`config.mk`:
```
export PLATFORM = sky130hd
export DESIGN_NAME = wt_cache_ctrl_flat
export DESIGN_NICKNAME = d
export VERILOG_FILES = /design/src/rtl/wt_cache_ctrl_if.sv /design/src/rtl/wt_cache_ctrl.sv /design/src/flat_wrapper.sv
export SDC_FILE = /design/constraint.sdc
export NUM_CORES = 2
export LEC_CHECK = 0
export ABC_AREA = 0
export CAP_MARGIN = 5
export CORE_MARGIN = 3
export CORE_UTILIZATION = 46
export CTS_CLUSTER_SIZE = 12
export DETAILED_ROUTE_END_ITERATION = 7
export DONT_BUFFER_PORTS = 1
export HOLD_SLACK_MARGIN = 0.1
export REMOVE_ABC_BUFFERS = 1
export SLEW_MARGIN = 20
export SYNTH_ARGS = -nofsm -noshare
export SYNTH_HDL_FRONTEND = slang
export SYNTH_MEMORY_MAX_BITS = 65536
export SYNTH_SLANG_ARGS = --single-unit
```
`constraint.sdc`:
```
create_clock -name CLK -period 3.95 [get_ports CLK]
set_input_delay 0.5925 -clock CLK [delete_from_list [all_inputs] [get_ports CLK]]
set_output_delay 0.5925 -clock CLK [all_outputs]
set_load 0.02 [all_outputs]
```
`src/rtl/wt_cache_ctrl_if.sv`:
```
// Core/memory-side bundle for the write-through cache controller.
// slave = cache side, master = core plus main-memory side.
interface wt_cache_ctrl_if #(
  parameter int ADDR_W   = 10,
  parameter int OFFSET_W = 2,
  parameter int DATA_W   = 32
);
  logic                           MemRead;
  logic                           MemWrite;
  logic [ADDR_W-1:0]              Addr;
  logic [DATA_W-1:0]              WData;
  logic [DATA_W-1:0]              RData;
  logic                           Stall;
  logic                           MmRdReq;
  logic                           MmWrReq;
  logic [ADDR_W-1:0]              MmAddr;
  logic [DATA_W-1:0]              MmWData;
  logic [(DATA_W<<OFFSET_W)-1:0]  MmRBlock;
  logic                           MmReady;
  logic [15:0]                    HitCount;
  logic [15:0]                    MissCount;

  modport slave (
    input  MemRead, MemWrite, Addr, WData,
    input  MmRBlock, MmReady,
    output RData, Stall, MmRdReq, MmWrReq,
    output MmAddr, MmWData, HitCount, MissCount
  );

  modport master (
    output MemRead, MemWrite, Addr, WData,
    output MmRBlock, MmReady,
    input  RData, Stall, MmRdReq, MmWrReq,
    input  MmAddr, MmWData, HitCount, MissCount
  );
endinterface

```
`src/rtl/wt_cache_ctrl.sv`:
```
// Direct-mapped write-through, no-write-allocate data cache controller.
// Optional hit/miss counters are built when CACHE_STATS_EN is defined.
module wt_cache_ctrl #(
  parameter int ADDR_W   = 10,
  parameter int INDEX_W  = 5,
  parameter int OFFSET_W = 2,
  parameter int DATA_W   = 32
) (
  input  logic CLK,
  input  logic RST,
  wt_cache_ctrl_if.slave bus
);

  localparam int TAG_W = ADDR_W - INDEX_W - OFFSET_W;
  localparam int LINES = 1 << INDEX_W;
  localparam int WORDS = 1 << OFFSET_W;

  typedef enum logic [1:0] {
    IDLE    = 2'd0,
    RD_MISS = 2'd1,
    WR_MEM  = 2'd2
  } state_t;

  state_t state;

  logic [TAG_W-1:0]    tag;
  logic [INDEX_W-1:0]  idx;
  logic [OFFSET_W-1:0] off;
  logic [ADDR_W-1:0]   blk_addr;

  assign tag = bus.Addr[ADDR_W-1:INDEX_W+OFFSET_W];
  assign idx = bus.Addr[INDEX_W+OFFSET_W-1:OFFSET_W];
  assign off = bus.Addr[OFFSET_W-1:0];
  assign blk_addr = {bus.Addr[ADDR_W-1:OFFSET_W], {OFFSET_W{1'b0}}};

  logic [LINES-1:0] valid;
  logic [TAG_W-1:0] tag_arr  [LINES];
  logic [DATA_W-1:0] data_arr [LINES][WORDS];

  logic hit;
  logic refill_done;
  logic wr_done;

  assign hit = valid[idx] && (tag_arr[idx] == tag);
  assign refill_done = (state == RD_MISS) && bus.MmReady;
  assign wr_done = (state == WR_MEM) && bus.MmReady;

  // Core and memory strobes; all forced low while reset is held.
  always_comb begin
    bus.RData   = '0;
    bus.Stall   = 1'b0;
    bus.MmRdReq = 1'b0;
    bus.MmWrReq = 1'b0;
    bus.MmAddr  = '0;
    bus.MmWData = '0;
    if (!RST) begin
      unique case (state)
        IDLE: begin
          if (bus.MemWrite) begin
            bus.Stall   = 1'b1;
            bus.MmWrReq = 1'b1;
            bus.MmAddr  = bus.Addr;
            bus.MmWData = bus.WData;
          end else if (bus.MemRead) begin
            if (hit) begin
              bus.RData = data_arr[idx][off];
            end else begin
              bus.Stall   = 1'b1;
              bus.MmRdReq = 1'b1;
              bus.MmAddr  = blk_addr;
            end
          end
        end
        RD_MISS: begin
          bus.Stall   = 1'b1;
          bus.MmRdReq = 1'b1;
          bus.MmAddr  = blk_addr;
        end
        WR_MEM: begin
          bus.Stall   = ~bus.MmReady;
          bus.MmWrReq = 1'b1;
          bus.MmAddr  = bus.Addr;
          bus.MmWData = bus.WData;
        end
        default: begin
          bus.Stall = 1'b0;
        end
      endcase
    end
  end

  // Controller state and line valid bits.
  always_ff @(posedge CLK or posedge RST) begin
    if (RST) begin
      state <= IDLE;
      valid <= '0;
    end else begin
      unique case (state)
        IDLE: begin
          if (bus.MemWrite) begin
            state <= WR_MEM;
          end else if (bus.MemRead && !hit) begin
            state <= RD_MISS;
          end
        end
        RD_MISS: begin
          if (bus.MmReady) begin
            valid[idx] <= 1'b1;
            state      <= IDLE;
          end
        end
        WR_MEM: begin
          if (bus.MmReady) begin
            state <= IDLE;
          end
        end
        default: state <= IDLE;
      endcase
    end
  end

  // Tag/data storage: block refill, or write-through update on a hit.
  always_ff @(posedge CLK) begin
    if (refill_done) begin
      tag_arr[idx] <= tag;
      for (int w = 0; w < WORDS; w++) begin
        data_arr[idx][w[OFFSET_W-1:0]] <=
          bus.MmRBlock[w*DATA_W +: DATA_W];
      end
    end else if (wr_done && hit) begin
      data_arr[idx][off] <= bus.WData;
    end
  end

`ifdef CACHE_STATS_EN
  logic [15:0] hit_cnt;
  logic [15:0] miss_cnt;
  logic        after_refill;
  logic        rd_hit;
  logic        rd_miss;

  assign rd_hit  = (state == IDLE) && !bus.MemWrite &&
                   bus.MemRead && hit;
  assign rd_miss = (state == IDLE) && !bus.MemWrite &&
                   bus.MemRead && !hit;

  // Saturating counters; the hit right after a refill is the miss itself.
  always_ff @(posedge CLK or posedge RST) begin
    if (RST) begin
      hit_cnt      <= '0;
      miss_cnt     <= '0;
      after_refill <= 1'b0;
    end else begin
      after_refill <= refill_done;
      if (rd_miss && miss_cnt != 16'hFFFF) begin
        miss_cnt <= miss_cnt + 16'd1;
      end
      if (rd_hit && !after_refill && hit_cnt != 16'hFFFF) begin
        hit_cnt <= hit_cnt + 16'd1;
      end
    end
  end

  assign bus.HitCount  = hit_cnt;
  assign bus.MissCount = miss_cnt;
`else
  assign bus.HitCount  = '0;
  assign bus.MissCount = '0;
`endif

endmodule

```
`src/flat_wrapper.sv`:
```
// flat-port wrapper written by rule: the top's interface ports become plain ports
module wt_cache_ctrl_flat 
#(
  parameter int ADDR_W   = 10,
  parameter int INDEX_W  = 5,
  parameter int OFFSET_W = 2,
  parameter int DATA_W   = 32
)
  (CLK, RST, bus_MemRead, bus_MemWrite, bus_Addr, bus_WData, bus_MmRBlock, bus_MmReady, bus_RData, bus_Stall, bus_MmRdReq, bus_MmWrReq, bus_MmAddr, bus_MmWData, bus_HitCount, bus_MissCount);
  wt_cache_ctrl_if #(.ADDR_W(ADDR_W), .OFFSET_W(OFFSET_W), .DATA_W(DATA_W)) bus_i ();
  input  logic CLK;
  input  logic RST;
  input wire logic [$bits(bus_i.MemRead)-1:0] bus_MemRead;
  input wire logic [$bits(bus_i.MemWrite)-1:0] bus_MemWrite;
  input wire logic [$bits(bus_i.Addr)-1:0] bus_Addr;
  input wire logic [$bits(bus_i.WData)-1:0] bus_WData;
  input wire logic [$bits(bus_i.MmRBlock)-1:0] bus_MmRBlock;
  input wire logic [$bits(bus_i.MmReady)-1:0] bus_MmReady;
  output wire logic [$bits(bus_i.RData)-1:0] bus_RData;
  output wire logic [$bits(bus_i.Stall)-1:0] bus_Stall;
  output wire logic [$bits(bus_i.MmRdReq)-1:0] bus_MmRdReq;
  output wire logic [$bits(bus_i.MmWrReq)-1:0] bus_MmWrReq;
  output wire logic [$bits(bus_i.MmAddr)-1:0] bus_MmAddr;
  output wire logic [$bits(bus_i.MmWData)-1:0] bus_MmWData;
  output wire logic [$bits(bus_i.HitCount)-1:0] bus_HitCount;
  output wire logic [$bits(bus_i.MissCount)-1:0] bus_MissCount;
  assign bus_i.MemRead = bus_MemRead;
  assign bus_i.MemWrite = bus_MemWrite;
  assign bus_i.Addr = bus_Addr;
  assign bus_i.WData = bus_WData;
  assign bus_i.MmRBlock = bus_MmRBlock;
  assign bus_i.MmReady = bus_MmReady;
  assign bus_RData = bus_i.RData;
  assign bus_Stall = bus_i.Stall;
  assign bus_MmRdReq = bus_i.MmRdReq;
  assign bus_MmWrReq = bus_i.MmWrReq;
  assign bus_MmAddr = bus_i.MmAddr;
  assign bus_MmWData = bus_i.MmWData;
  assign bus_HitCount = bus_i.HitCount;
  assign bus_MissCount = bus_i.MissCount;
  wt_cache_ctrl #(.ADDR_W(ADDR_W), .INDEX_W(INDEX_W), .OFFSET_W(OFFSET_W), .DATA_W(DATA_W)) u_core (.CLK(CLK), .RST(RST), .bus(bus_i));
endmodule
```
Word level (Yosys, flattened, before mapping)
Memory sizes are Yosys's and may differ from the RTL's.
Cells that the tools add are included.
- input bits: 175
- output and inout bits: 109
- word-level logic and storage cells: 326
- memory bits (writable): 4192
- memories kept: 2
- bits in registers: 34
- memory list (memory ; depth ; bits a word ; rd ports ; clocked after Yosys merged registers in ; wr ports ; RTL line ; source):
    u_core.data_arr ; 32 ; 128 ; 1 ; 0 ; 1 ; wt_cache_ctrl.sv:38 ; logic [DATA_W-1:0] data_arr [LINES][WORDS];
    u_core.tag_arr ; 32 ; 3 ; 1 ; 0 ; 1 ; wt_cache_ctrl.sv:37 ; logic [TAG_W-1:0] tag_arr [LINES];
- bitwise operators: 131
- mux-type cells: 170
- magnitude comparators: 4
- reductions and logical operators: 12
- equal/unequal tests: 5
- operators by type and width (kind ; count):
    32-bit two-way mux ; 10
    1-bit two-way mux ; 142
    128-bit two-way mux ; 1
    1-bit OR ; 128
    32-bit binary-select mux with 2-bit select ; 1
    32-bit demux with 2-bit select ; 1
    32-bit case mux with 2 select lines ; 1
    10-bit two-way mux ; 4
    32-bit OR ; 1
    10-bit case mux with 3 select lines ; 1
    1-bit logical AND ; 7
    5-bit by 6-bit < comparator with 1-bit output (second input constant) ; 1
    2-bit two-way mux ; 3
    1-bit binary-select mux with 5-bit select ; 1
    1-bit demux with 5-bit select ; 1
    5-bit by 1-bit >= comparator with 1-bit output (second input constant) ; 1
    1-bit case mux with 2 select lines ; 2
    2-bit case mux with 2 select lines ; 1
    2-bit AND reduction ; 2
    3-bit equality test ; 1
    3-bit >= comparator (second input constant) ; 1
    3-bit by 1-bit < comparator with 1-bit output (second input constant) ; 1
    3-bit by 2-bit inequality test with 1-bit output (second input constant) ; 1
    2-bit inverter with 3-bit output ; 1
    other kinds (8) ; 8

Logic depth before layout (Yosys ltp)
- depth after elaboration: 9
- mapped depth: 14
- mapped depth without buffers: 7

Least setup slack after synthesis
Ideal clock, no wire load.
- path kind: input -> register
- start: input bus_Addr[2]
- end: memory u_core.data_arr[11][100] (netlist name) (enable)
- stages: 13
- setup time: 432 ps
- setup slack: -965 ps
- data required time: 3518 ps
- arrival time: 4483 ps
- path buffers: 6
- path through: buf_6 buf_8 buf_12 mux2i_1 o22ai_1 nor4_1 mux2i_1 o22a_1 buf_2 nand4_4 buf_6 buf_4 a21oi_1
- longest elaborated chain between the ends: 8
- elaborated cells between the ends (all ways): 10
- classes of those cells: 1 x eq/ne; 5 x mux; 1 x bitwise; 2 x reduce/logical; 1 x memory
- ends and longest elaborated chain (item ; RTL line ; source):
    from (decl) ; flat_wrapper.sv:15 ; input wire logic [$bits(bus_i.Addr)-1:0] bus_Addr;
    memory 32 x 3 bit or 1-bit binary-select mux with 5-bit select (tied branches) ; n/a ;
    3-bit equality test or 1-bit two-way mux (tied branches) ; wt_cache_ctrl.sv:44 ; assign hit = valid[idx] && (tag_arr[idx] == tag);
    1-bit logical AND ; wt_cache_ctrl.sv:44 ;
    1-bit logical AND ; wt_cache_ctrl.sv:130 ; end else if (wr_done && hit) begin
    1-bit two-way mux ; wt_cache_ctrl.sv:130 ;
    1-bit two-way mux ; wt_cache_ctrl.sv:124 ; if (refill_done) begin
    128-bit two-way mux (implied by the code) ; wt_cache_ctrl.sv:131 ; data_arr[idx][off] <= bus.WData;
    1-bit OR (no source line) ; n/a ;
    to (decl) ; wt_cache_ctrl.sv:38 ;
Several ways; a longest one is shown, not always the timed one. The select of a mux whose other input is x is not followed.

Final worst setup path
- start: input bus_Addr[2]
- end: output bus_RData[19]
- longest elaborated chain between the ends: 9
- elaborated cells between the ends (all ways): 14
- classes of those cells: 1 x eq/ne; 10 x mux; 1 x reduce/logical; 2 x memory
- ends and longest elaborated chain (item ; RTL line ; source):
    memory 32 x 128 bit ; n/a ;
    32-bit binary-select mux with 2-bit select ; wt_cache_ctrl.sv:66 ; bus.RData = data_arr[idx][off];
    32-bit two-way mux (implied by the code) (2 in series) ; wt_cache_ctrl.sv:66 ;
    32-bit two-way mux (*) ; wt_cache_ctrl.sv:65 ; if (hit) begin
    32-bit two-way mux (*) ; wt_cache_ctrl.sv:64 ; end else if (bus.MemRead) begin
    32-bit two-way mux (*) ; wt_cache_ctrl.sv:59 ; if (bus.MemWrite) begin
    32-bit two-way mux (*) ; wt_cache_ctrl.sv:57 ; unique case (state)
    32-bit two-way mux (*) ; wt_cache_ctrl.sv:56 ; if (!RST) begin
    to (decl) ; flat_wrapper.sv:19 ; output wire logic [$bits(bus_i.RData)-1:0] bus_RData;
Every way passes the cells marked *; elsewhere a longest branch is shown, timed or not. The select of a mux whose other input is x is not followed.

==> PnR_summary.wiki <==
{| class="wikitable"
! Metric !! Value
|-
| Outcome || finished with violations
|-
| Failing checks || setup timing
|-
| Portion of total power attributed to the clock network || 0.402
|-
| Part of the total power dissipated in sequential elements || 0.527
|-
| Leak Pwr || 61.7 nW
|-
| Power Internal || 73.6 mW
|-
| Number of global-route vias before repair || about 85k
|-
| RSZ-0062 raised after global routing || true
|-
| FP Rows || 217
|-
| Total iterations of the first detailed-routing run || 6
|-
| Number of cells produced by synthesis || approximately 7.0k
|-
| Half-perimeter wire length after placement || 324 mm
|-
| Warnings from Yosys || 0
|-
| Clock sink count || roughly 4.2k
|-
| Worst-case vdd ir drop || 0.000362 V
|-
| Synthesized cell area || 162000 µm²
|-
| Area Overhead vs Synth || 20.9%
|-
| Critical path required time || 3.36 ns
|-
| Initial antenna violation count || 110
|-
| Sw Pwr || 20.7 mW
|-
| Count of H-tree levels built during CTS || 5
|-
| Maximum clock path buffer count || 4
|-
| Net Sw Frac || 0.219
|-
| Fmax || 237 MHz
|-
| Final weighted congestion of routability-driven global placement || 0.875
|-
| Fraction of the cycle the final worst path needs || 1.07
|-
| Remaining DRCs || 0
|-
| DR vias || 86.3k
|-
| Effective utilization at floorplan || 0.462
|-
| Top-level I/O count || approximately 280
|-
| Number of vias per cell after detailed routing || 6.51
|-
| Final Hold Vio Count || 0
|-
| Async set or reset register ratio after synthesis || 0.00805
|-
| Pwr/cell area || 483 nW/µm²
|-
| Count of maximum capacitance violations || 0
|-
| Setup WS pre-CTS || -0.599 ns
|-
| Largest fanout on the critical path || 14
|-
| Critical Path Source Type || primary input
|-
| Die Y-Extent || about 600 µm
|-
| Share of cells above drive strength 1 || 0.352
|-
| Worst setup path category || primary input to output port
|-
| Combinational share of power || 0.071
|-
| Worst Path Arrival || roughly 3.6 ns
|-
| Final Max Tran Viols || 0
|-
| Largest clock skew in the final design || 0.0557 ns
|-
| Sequential cell area fraction in the yosys report || 0.784
|-
| Total core area || 350000 µm²
|-
| Clock Latency Late Sink || 0.97 ns
|-
| Number of enable flip-flop cells after synthesis || 4192
|-
| Clock transition at the register clock pins on the worst setup and hold paths after CTS || 0.06 ns
|-
| All-layer global routing usage || 0.294
|-
| Count of routing violations after the opening detailed-route iteration || 12.6k
|-
| Total non-filler cell area in the finished layout || 195000 µm²
|-
| X dimension of the die || 599 µm
|-
| DIE AREA || ~360000 µm²
|-
| Register bit count reported by yosys || 4226
|-
| CTS tree || done
|-
| First-pass GRT wire length || 718 mm
|-
| Setup violations, final || 42
|-
| Count of distinct cell types in the synthesized netlist || between 50 and 60
|-
| Worst rel slew slack || 0.303
|-
| TritonCTS buffer count || 430
|-
| Final wirelength || 527 mm
|-
| Global route overflow || 0
|-
| Number of filler cells placed in the layout || around 26k
|-
| Per-instance average area after synthesis || 22.9 µm²
|-
| Library cell used as clock root buffer || clkbuf_16
|-
| Top_reg_cell synth || edfxtp_1
|-
| Class of the tightest hold or removal check || primary input to register
|-
| Input/output buffers || 0
|-
| Slew at the pin with the worst max-slew slack || 1.04 ns
|-
| Net total in the final layout || 8385
|-
| Placement-stage cell area || around 180000 µm²
|-
| Worst path setup slack after routing || -0.270 ns
|-
| Min Clock Period, post-route || 4.22 ns
|-
| Crit. End Element || output port
|-
| Remaining antenna violation count after routing || 0
|-
| Maximum number of pins on one net before global-route repair || 59
|-
| Routed wirelength normalized by instance count || 39.7 µm
|}
## cells by family (layout without fill, tap and decap cells)
family	count (synthesis)	in the layout	synth area share
DFF	4226	4226	0.784
adders and majority gates	4	4	0.000310
xor gates and xnor gates	2	2	0.000225
other	1	189	0.0000232
and+or+nand+nor	397	398	0.0144
muxes	1239	1239	0.159
AOI/OAI and AO/OA	716	716	0.0269
buffers and inverters	461	1883	0.0146
## cells in the mapped netlist (all sizes together), types with 2 or more instances
cell / instances / area, µm²
edfxtp: 4192 / 126000
mux4: 1049 / 23600
o22ai: 537 / 3360
clkbuf: 245 / 921
buf: 208 / 1410
a21oi: 140 / 701
mux2: 136 / 1610
nor4: 107 / 676
nor2: 71 / 267
mux2i: 54 / 541
nand2: 45 / 169
and2: 35 / 219
dfrtp: 34 / 851
or2: 32 / 200
nor2b: 29 / 181
or4: 29 / 218
a211oi: 16 / 120
nor3: 12 / 71.3
inv: 8 / 30.0
nand3: 7 / 35.0
nand4: 6 / 97.6
o21ai: 5 / 25.0
a2111oi: 4 / 35.0
ha: 4 / 50.1
nand3b: 4 / 30.0
nand4b: 4 / 35.0
nor3b: 4 / 30.0
or3: 4 / 25.0
a31oi: 3 / 18.8
o22a: 3 / 26.3
or3b: 3 / 26.3
or4b: 3 / 30.0
o21a: 2 / 15.0
## sequential cells by signal, summed over array words and instances, names as in the netlist
signal	count
u_core.state	2
u_core.data_arr	4096
u_core.valid	32
u_core.tag_arr	96
## cell usage in the layout (no fill, tap or decap), drive strengths merged, types with 5 or more instances in the layout
cell type     count
nor3             12
edfxtp         4192
inv              22
dlygate4sd3      91
diode           157
dlymetal6s4s      8
bufinv           15
mux2            136
mux4           1049
clkinv          112
a21oi           140
nand3             7
a211oi           16
nand2            45
nor4            107
buf            1046
conb             32
dfrtp            34
nor2             72
mux2i            54
clkbuf          586
nand4             6
or4              29
o21ai             5
and2             35
nor2b            29
o22ai           537
or2              32
## stage by stage
| step | hold WS, ns | std cells | setup TNS [ns] | util | power, mW |
|---|---|---|---|---|---|
| 6_report | 0.156 | 13300 | -7.81 | 0.559 | 94.3 |
| 5_1_grt | 0.167 | 13200 | -10.26 | 0.558 | 96.8 |
| 4_1_cts | 0.101 | 13100 | -9.36 | 0.557 | 94.6 |
| 3_5_place_dp | 0.449 | 12300 | -1193.81 | 0.516 | 57.0 |
| 3_3_place_gp | 0.443 | 12300 | -957.94 | 0.516 | 56.9 |
| 2_1_floorplan | 0.431 | 6624 | - | - | 53.3 |
## worst max-delay path, stage by stage
cell and delay, ns:
buf_16 0.18, buf_16 0.25, buf_4 0.23, buf_4 0.20, mux4_2 0.52, o22ai_1 0.34, nor4_2 0.08, buf_4 0.20
mux4_2 0.59, nor2b_1 0.18, buf_4 0.15
## final timing paths
path	start	to	slack, ns	cells past startpoint
max reg2reg	u_core.tag_arr[16][2]$_DFFE_PP_	u_core.data_arr[24][21]$_DFFE_PP_	0.10	13
min in group asynchronous	RST	u_core.valid[29]$_DFFE_PP0P_	0.26	3
max	bus_Addr[2]	bus_RData[19]	-0.27	11
min reg2reg	u_core.valid[12]$_DFFE_PP0P_	u_core.valid[12]$_DFFE_PP0P_	0.47	1
max in group asynchronous	RST	u_core.valid[25]$_DFFE_PP0P_	3.30	3
min	bus_MmRBlock[103]	u_core.data_arr[2][7]$_DFFE_PP_	0.16	1
## metal layers
| layer | share of wire | up-vias | track usage |
|---|---|---|---|
| met5 | 0.00050 | - | 0 |
| met3 | 0.11 | 1050 | 0.0659 |
| met4 | 0.048 | 40 | 0.127 |
| met2 | 0.47 | 5570 | 0.457 |
| li1 | - | 32900 | - |
| met1 | 0.37 | 46700 | 0.403 |
## power by group through the flow
stage / logic [mW] / registers [mW] / clock network [mW]
floorplan: 2.67 / 50.6 / 0
global placement: 6.23 / 50.6 / 0
detailed placement: 6.32 / 50.7 / 0
CTS: 6.62 / 49.7 / 38.3
global route: 6.95 / 49.7 / 40.1
finish: 6.71 / 49.7 / 37.9
## layout make-up
type,count,area [µm²],area share
timing repair buffer,1149,14900,0.0763
multi-input combinational,2391,34800,0.178
antenna,157,393,0.00201
clock inverter,142,1200,0.00614
sequential,4226,127000,0.648
tap,4599,5750,0.0294
clock buffer,584,11600,0.0592
inverter,8,30.0,0.000154
## what timing repair did
action / in CTS / in global routing
hold buffers: 103 / 0
endpoints found under the setup margin: 42 / 48
hold endpoints to repair: 1839 / 0
pin swaps: 11 / 8
gates resized for setup: 76 / 50
gates cloned: 5 / 3
buffers inserted: 10 / 3
Note: power is estimated with default switching activity, not from simulation.
